===== config.mk =====
export PLATFORM = sky130hd
export DESIGN_NAME = pipe_stage_reg
export DESIGN_NICKNAME = d
export VERILOG_FILES = /design/src/rtl/pipe_stage_reg.sv
export SDC_FILE = /design/constraint.sdc
export NUM_CORES = 1
export LEC_CHECK = 0
export CAP_MARGIN = 0
export CELL_PAD_IN_SITES_DETAIL_PLACEMENT = 1
export CELL_PAD_IN_SITES_GLOBAL_PLACEMENT = 1
export CORE_MARGIN = 1
export CORE_UTILIZATION = 25
export CTS_CLUSTER_DIAMETER = 50
export DETAILED_ROUTE_END_ITERATION = 6
export PLACE_DENSITY_LB_ADDON = 0.1
export SYNTH_ARGS = -nofsm -noshare
export SYNTH_HDL_FRONTEND = slang
export SYNTH_SLANG_ARGS = --single-unit

===== constraint.sdc =====
create_clock -name CLK -period 5.59 [get_ports CLK]
set_input_delay 1.118 -clock CLK [delete_from_list [all_inputs] [get_ports CLK]]
set_output_delay 1.118 -clock CLK [all_outputs]
set_load 0.005 [all_outputs]

===== src/rtl/pipe_stage_reg.sv =====
// pipe_stage_reg: parametrised inter-stage pipeline register.
// Holds DEPTH back-to-back slots of {valid, ctrl, halt, data} between two
// pipeline stages. Advance is qualified by en (cache hit). A hazard stall
// freezes every slot, and a flush kills every slot. A sticky halt flag
// latches once a HALT instruction reaches the last slot. The occupancy count
// is kept registered alongside the slots.
module pipe_stage_reg #(
  parameter int DATA_W     = 64,
  parameter int CTRL_W     = 16,
  parameter int DEPTH      = 1,
  parameter int FLUSH_DATA = 0
) (
  input  logic                       CLK,
  input  logic                       RST,
  input  logic                       en,
  input  logic                       stall,
  input  logic                       flush,
  input  logic                       valid_in,
  input  logic                       halt_in,
  input  logic [CTRL_W-1:0]          ctrl_in,
  input  logic [DATA_W-1:0]          data_in,
  output logic                       valid_out,
  output logic [CTRL_W-1:0]          ctrl_out,
  output logic [DATA_W-1:0]          data_out,
  output logic                       halt_out,
  output logic [$clog2(DEPTH+1)-1:0] occupancy
);

  localparam int OCC_W = $clog2(DEPTH + 1);

  logic              r_valid [DEPTH];
  logic [CTRL_W-1:0] r_ctrl  [DEPTH];
  logic [DATA_W-1:0] r_data  [DEPTH];
  logic              r_halt  [DEPTH];
  logic              r_haltOut;
  logic [OCC_W-1:0]  r_occ;

  logic              w_nextValid [DEPTH];
  logic [CTRL_W-1:0] w_nextCtrl  [DEPTH];
  logic [DATA_W-1:0] w_nextData  [DEPTH];
  logic              w_nextHalt  [DEPTH];
  logic [OCC_W-1:0]  w_nextOcc;
  logic              w_haltArrives;

  // Next slot contents. Flush beats stall, and stall beats en. Slots hold by default.
  always_comb begin
    for (int i = 0; i < DEPTH; i++) begin
      w_nextValid[i] = r_valid[i];
      w_nextCtrl[i]  = r_ctrl[i];
      w_nextData[i]  = r_data[i];
      w_nextHalt[i]  = r_halt[i];
    end
    if (flush) begin
      for (int i = 0; i < DEPTH; i++) begin
        w_nextValid[i] = 1'b0;
        w_nextCtrl[i]  = '0;
        w_nextHalt[i]  = 1'b0;
        if (FLUSH_DATA != 0) begin
          w_nextData[i] = '0;
        end
      end
    end else if (!stall && en) begin
      for (int i = 1; i < DEPTH; i++) begin
        w_nextValid[i] = r_valid[i-1];
        w_nextCtrl[i]  = r_ctrl[i-1];
        w_nextData[i]  = r_data[i-1];
        w_nextHalt[i]  = r_halt[i-1];
      end
      w_nextValid[0] = valid_in;
      w_nextCtrl[0]  = valid_in ? ctrl_in : '0;
      w_nextData[0]  = data_in;
      w_nextHalt[0]  = halt_in & valid_in;
    end
  end

  // Occupancy of the next state, and whether a valid HALT lands in the last slot.
  always_comb begin
    w_nextOcc = '0;
    for (int i = 0; i < DEPTH; i++) begin
      w_nextOcc = w_nextOcc + OCC_W'(w_nextValid[i]);
    end
    w_haltArrives = w_nextValid[DEPTH-1] & w_nextHalt[DEPTH-1];
  end

  // Slot registers. An asynchronous reset clears every slot immediately.
  always_ff @(posedge CLK or posedge RST) begin
    if (RST) begin
      for (int i = 0; i < DEPTH; i++) begin
        r_valid[i] <= 1'b0;
        r_ctrl[i]  <= '0;
        r_data[i]  <= '0;
        r_halt[i]  <= 1'b0;
      end
    end else begin
      for (int i = 0; i < DEPTH; i++) begin
        r_valid[i] <= w_nextValid[i];
        r_ctrl[i]  <= w_nextCtrl[i];
        r_data[i]  <= w_nextData[i];
        r_halt[i]  <= w_nextHalt[i];
      end
    end
  end

  // Registered occupancy and sticky halt. Only reset clears the halt flag.
  always_ff @(posedge CLK or posedge RST) begin
    if (RST) begin
      r_occ     <= '0;
      r_haltOut <= 1'b0;
    end else begin
      r_occ     <= w_nextOcc;
      r_haltOut <= r_haltOut | w_haltArrives;
    end
  end

  // Outputs come from the last slot. ctrl is masked so a bubble never leaks control.
  always_comb begin
    valid_out = r_valid[DEPTH-1];
    ctrl_out  = r_valid[DEPTH-1] ? r_ctrl[DEPTH-1] : '0;
    data_out  = r_data[DEPTH-1];
    halt_out  = r_haltOut;
    occupancy = r_occ;
  end

endmodule


==> results.tsv, run 1 <==
metric	value	unit
status	completed	
# rows	41	
Sink Count	83	
Worst Path Required	4470	ps
Crit path max-delay family	flip-flops	
number of antenna violations at the first check in global routing	0	
largest fanout on the critical path	20	
total global routing track utilization	0.128	
YS warnings	0	
syn avg cell area	16.0	um^2
Min-Delay Startpoint	data_out[43]	
Arr. time, crit path	1750	ps
Worst path max stage delay	680	ps
H-tree levels	3	
Final #Nets	458	
Register Area	0.00208	mm^2
share of cells above drive strength 1	0.0638	
relative max-transition margin	0.256	
final instance area	0.00535	mm^2
vias in the first global route	2483	
Die X	116	um
detailed placer's ending HPWL	5.65	mm
met3 routed WL	844	um
area delta synth->final	65.1	%
FF-to-FF path depth	2	
uppermost routed layer	met4	
CP endpoint kind	primary output	
DRT antenna net count	0	
final clock skew	0.0988	ps
routed vias/inst	4.18	
WL/cell	14.9	um
Slew @ Worst Pin	1120	ps
Setup-failing EPs final	0	
Hold WS	482	ps
Hold Path Cell Cnt	1	
cells after synthesis	202	
Post-Syn Area	0.00324	mm^2
syn nets	289	
fmax	0.348	GHz
top cell type's share of synthesized area	0.641	
worst path buffer plus inverter count	1	
setup bufs post-CTS	0	
Residual DRC	0	
Post-DP Area	0.00504	mm^2
Static Leak	2.25	nW
Iteration-0 DRC Markers	60	
num ports	170	
Filler cells	1351	
Clock Path Buffers	2	
HP Class	reg -> reg	
Max-Cap Viols	0	
Placeable Area	0.0126	mm^2
worst r2r dst	halt_out	
largest net degree at the start of global routing	65	
TritonCTS clock tree	built	
CTS buffer count	9	
largest area contributor in the netlist	dfrtp_1	
Detailed Routing Iterations Pass 1	4	
post-synthesis cell type count	17	
Clk Latency, worst-skew pair	330	ps
hold path endpoint	data_out[43]	
Synth Register Bits	83	
worst reg2reg setup slack	4590	ps
Die Ht	116	um
Setup TNS Final	0	ps
port bufs	169	
DRT met1 WL	3.69	mm
Tcrit/Tclk final	0.513	
kind of critical path	reg -> out	
Slowest-stage cell, CP	dfrtp_1	
top cells by area, synth	dfrtp_1 64%, mux2_1 21%, a22o_1 4.3%	
RSZ-0062 raised after global routing	false	
via count	2288	
Slew Limit Fails	0	
register area share after synthesis	0.641	
clock transition at the registers of the reported paths	60	ps
gr ovfl total	0	
pwr dens	320	mW/mm^2
CTS hold repair buffers	0	
CTS-repair resized insts	0	
CP Launch Type	register	
crit path time final	2870	ps
area occupied by multi-input gates	0.00104	mm^2
RD Place Congestion	0.656	
metal2 WL	3.53	mm
starting density of the core	0.257	
Peak VDD IR	0.156	mV
crit-path cells	and2_1 > clkdlybuf4s50_1	
Power, Total	1.71	mW
clk root buf	clkbuf_16	
die footprint	0.0134	mm^2
Ant. Diodes	0	
Crit Reg-Reg Startpoint	occupancy	
Post-Route WL	8.18	mm
Fin. Hold Viols	0	
first-pass GRT wire length	13.0	mm
[placed cells by master (no fill, tap or decap), drive strengths merged, types with 2 or more instances in the layout]
cell type and instances:
clkbuf 11, clkdlybuf4s50 169, and2 17, inv 2, a22o 16, nor2 2, dfrtp 83, mux2 64
clkinv 5
[layout make-up]
class	instances	area share
sequential	83	0.388
timing repair buffer	170	0.317
multi-input combinational	104	0.194
clock buffer	11	0.0472
tap	172	0.0402
clock inverter	5	0.0115
inverter	3	0.00234
[kinds of logic after synthesis]
| logic type | synth area share |
|---|---|
| AOI/OAI and AO/OA | 0.0506 |
| buffers and inverters | 0.0398 |
| DFF | 0.641 |
| muxes | 0.222 |
| and+or+nand+nor | 0.0467 |
[state kept, by name, summed over array words and instances, names as in the netlist]
| signal | count |
|---|---|
| halt_out | 1 |
| data_out | 64 |
| r_halt | 1 |
| r_ctrl | 16 |
| occupancy | 1 |
[power breakdown]
part | total (mW) | internal, mW | switching [mW]
combinational | 0.360 | 0.256 | 0.104
clock | 0.616 | 0.372 | 0.243
sequential | 0.739 | 0.694 | 0.0447
total | 1.71 | 1.32 | 0.392
[metrics by stage]
stage | std cells | worst slack, ps | util
after CTS | 548 | 2630 | 0.424
final | 548 | 2720 | 0.424
after global placement | 532 | 2360 | 0.399
after floorplan | 202 | 2340 | -
after global routing | 548 | 2550 | 0.424
after detailed placement | 532 | 2330 | 0.399
[synth_stat cells]
cell type / n
a21o_1: 1
a22o_1: 16
a32oi_1: 1
and2_1: 17
and4bb_1: 1
buf_2: 1
buf_4: 1
buf_6: 9
clkbuf_1: 1
dfrtp_1: 83
inv_1: 3
mux2_1: 60
mux2_2: 4
nand2b_2: 1
nor2_1: 1
nor2_8: 1
o21bai_1: 1
[how the worst max path moves through the flow]
| stage | start | to | slack, ps | depth (start not counted) |
|---|---|---|---|---|
| after floorplan | RST | data_out[0] | 2340 | 1 |
| after global placement | stall | data_out[20] | 2360 | 4 |
| after detailed placement | stall | data_out[20] | 2330 | 4 |
| after CTS | occupancy | ctrl_out[1] | 2630 | 2 |
| after global routing | occupancy | ctrl_out[3] | 2550 | 2 |
| final | occupancy | ctrl_out[10] | 2720 | 2 |
[per-layer routing]
| layer | vias up | GRT usage |
|---|---|---|
| met1 | 1122 | 0.165 |
| met3 | 12 | 0.0549 |
| met5 | - | 0 |
| met4 | 0 | 0.0462 |
| li1 | 1047 | - |
| met2 | 107 | 0.191 |
Power figures use the tool's default switching activity.
==> run 2: changes to the inputs <==
==> constraint.sdc (replaced) <==
create_clock -name CLK -period 2.6 [get_ports CLK]
set_input_delay 0.52 -clock CLK [delete_from_list [all_inputs] [get_ports CLK]]
set_output_delay 0.52 -clock CLK [all_outputs]
set_load 0.005 [all_outputs]
==> run 2 against run 1 <==
Net effect:
- wire length about the same
- via count is 0.31% higher
- sequential power rose by 120%
- critical path type unchanged
==> results.tsv, run 2 (synthesized netlist as in run 1, its figures left out) <==
metric	value	unit	change
gr ovfl total	0		unchanged
# rows	41		unchanged
largest fanout on the critical path	20		unchanged
starting density of the core	0.257		unchanged
largest net degree at the start of global routing	50		-23%
FF-to-FF path depth	2		unchanged
CTS buffer count	9		unchanged
worst reg2reg setup slack	1580	ps	-3010 ps
Setup WS pre-CTS	451	ps	-1880 ps
Hold Path Cell Cnt	1		unchanged
Setup-failing EPs final	0		unchanged
vias in the first global route	2466		-0.68%
CP Launch Type	register		
Final Non-Filler Cells	553		+0.91%
first-pass GRT wire length	13.0	mm	+0.22%
port bufs	169		unchanged
Die Ht	116	um	unchanged
commonest non-fill, non-tap cell in the layout	clkdlybuf4s50_1		
Crit Reg-Reg Startpoint	occupancy		
Static Leak	2.26	nW	+0.60%
Slew Limit Fails	0		unchanged
die footprint	0.0134	mm^2	unchanged
total global routing track utilization	0.130		+0.00222
RD Place Congestion	0.659		+0.47%
Sink Count	83		unchanged
Arr. time, crit path	1750	ps	about the same
Register Area	0.00208	mm^2	unchanged
via count	2295		+0.31%
CTS-repair resized insts	0		unchanged
share of cells above drive strength 1	0.0656		+0.00179
CP endpoint kind	primary output		
final clock skew	0.524	ps	+0.425 ps
num ports	170		unchanged
Detailed Routing Iterations Pass 1	2		-2
Fin. Hold Viols	0		unchanged
status	completed		
Iteration-0 DRC Markers	47		-22%
relative max-transition margin	0.578		+0.322
number of antenna violations at the first check in global routing	0		unchanged
Inst Count DP	537		+0.94%
detailed placer's ending HPWL	6.00	mm	+6.0%
Slew @ Worst Pin	632	ps	-483 ps
Clock Path Buffers	2		unchanged
Setup TNS Final	0	ps	unchanged
crit path setup slack, layout	329	ps	-2390 ps
max reg flops	64		unchanged
worst r2r dst	halt_out		
Die X	116	um	unchanged
WL/cell	14.8	um	-0.87%
TritonCTS clock tree	built		
setup bufs post-CTS	0		unchanged
commonest cells after routing, fill and taps aside	169 x clkdlybuf4s50_1, 83 x dfrtp_1, 60 x mux2_1		
Filler cells	1347		-0.30%
hold path endpoint	data_out[38]		
CTS hold repair buffers	0		unchanged
area occupied by multi-input gates	0.00104	mm^2	unchanged
RSZ-0062 raised after global routing	false		
Min-Delay Startpoint	data_out[38]		
clock transition at the registers of the reported paths	60	ps	about the same
Worst Path Required	2080	ps	-2390 ps
fmax	0.440	GHz	
H-tree levels	3		unchanged
Peak VDD IR	0.267	mV	+72%
Residual DRC	0		unchanged
Slowest-stage cell, CP	dfrtp_1		
Max-Cap Viols	0		unchanged
HP Class	reg -> reg		
routed vias/inst	4.15		-0.60%
kind of critical path	reg -> out		
Final #Nets	463		+1.1%
DRT antenna net count	0		unchanged
clk root buf	clkbuf_16		
crit-path cells	and2_1 > clkdlybuf4s50_1		
pwr dens	671	mW/mm^2	+110%
Ant. Diodes	0		unchanged
Final Core Density	0.427		+0.00317
Worst path max stage delay	690	ps	about the same
Post-Route WL	8.19	mm	about the same
Clk Latency, worst-skew pair	320	ps	about the same
Tcrit/Tclk final	0.874		
Placeable Area	0.0126	mm^2	unchanged
crit path time final	2270	ps	
area delta synth->final	66.4	%	
## run 2: cell count changes in the layout (fill, tap and decap cells not counted), sizes merged
cell,previous run,this run
buf,1,6
clkbuf,11,14
clkinv,5,1
clkinvlp,0,1
## run 2: metrics by stage
step           area, um^2  hold WS (ps)  power [mW]
6_report             5390           482        3.62
3_3_place_gp         5100           461        2.40
2_1_floorplan        3250           458        1.82
5_1_grt              5390           497        3.84
4_1_cts              5390           487        3.70
3_5_place_dp         5100           470        2.42
## run 2: worst max-delay path, delay by kind of cell (launching register included)
kind                   cells  cell delay, ps
and+or+nand+nor            1             200
DFF                        1             690
buffers and inverters      1             530
## run 2: final cells by class
cell class                      count  share of cell area
Multi-Input combinational cell    104               0.192
Clock buffer                       14              0.0471
Tap cell                          172              0.0399
Sequential cell                    83               0.385
Timing Repair Buffer              175               0.327
Clock inverter                      2             0.00650
Inverter                            3             0.00278
## run 2: worst max-delay path by stage
stage | from | end | slack (ps)
after floorplan | stall | data_out[0] | 1090
final | occupancy | ctrl_out[11] | 330
after global routing | occupancy | ctrl_out[11] | 150
after global placement | stall | data_out[19] | 470
after detailed placement | stall | data_out[37] | 450
after CTS | occupancy | ctrl_out[11] | 270
## run 2: power by group
group | leakage, nW | switching (mW) | internal, mW
Sequential | 1.02 | 0.0932 | 1.49
Clock | 0.141 | 0.475 | 0.770
Combinational | 1.10 | 0.231 | 0.558
Total | 2.26 | 0.799 | 2.82
## run 2: layer usage
layer	share of wire	up-vias	routed length, um	GRT usage
met2	0.45	104	3670	0.197
met1	0.45	1128	3700	0.167
met3	0.088	5	722	0.0434
met5	0	-	0	0
met4	0.012	0	97	0.0641
li1	-	1058	-	-
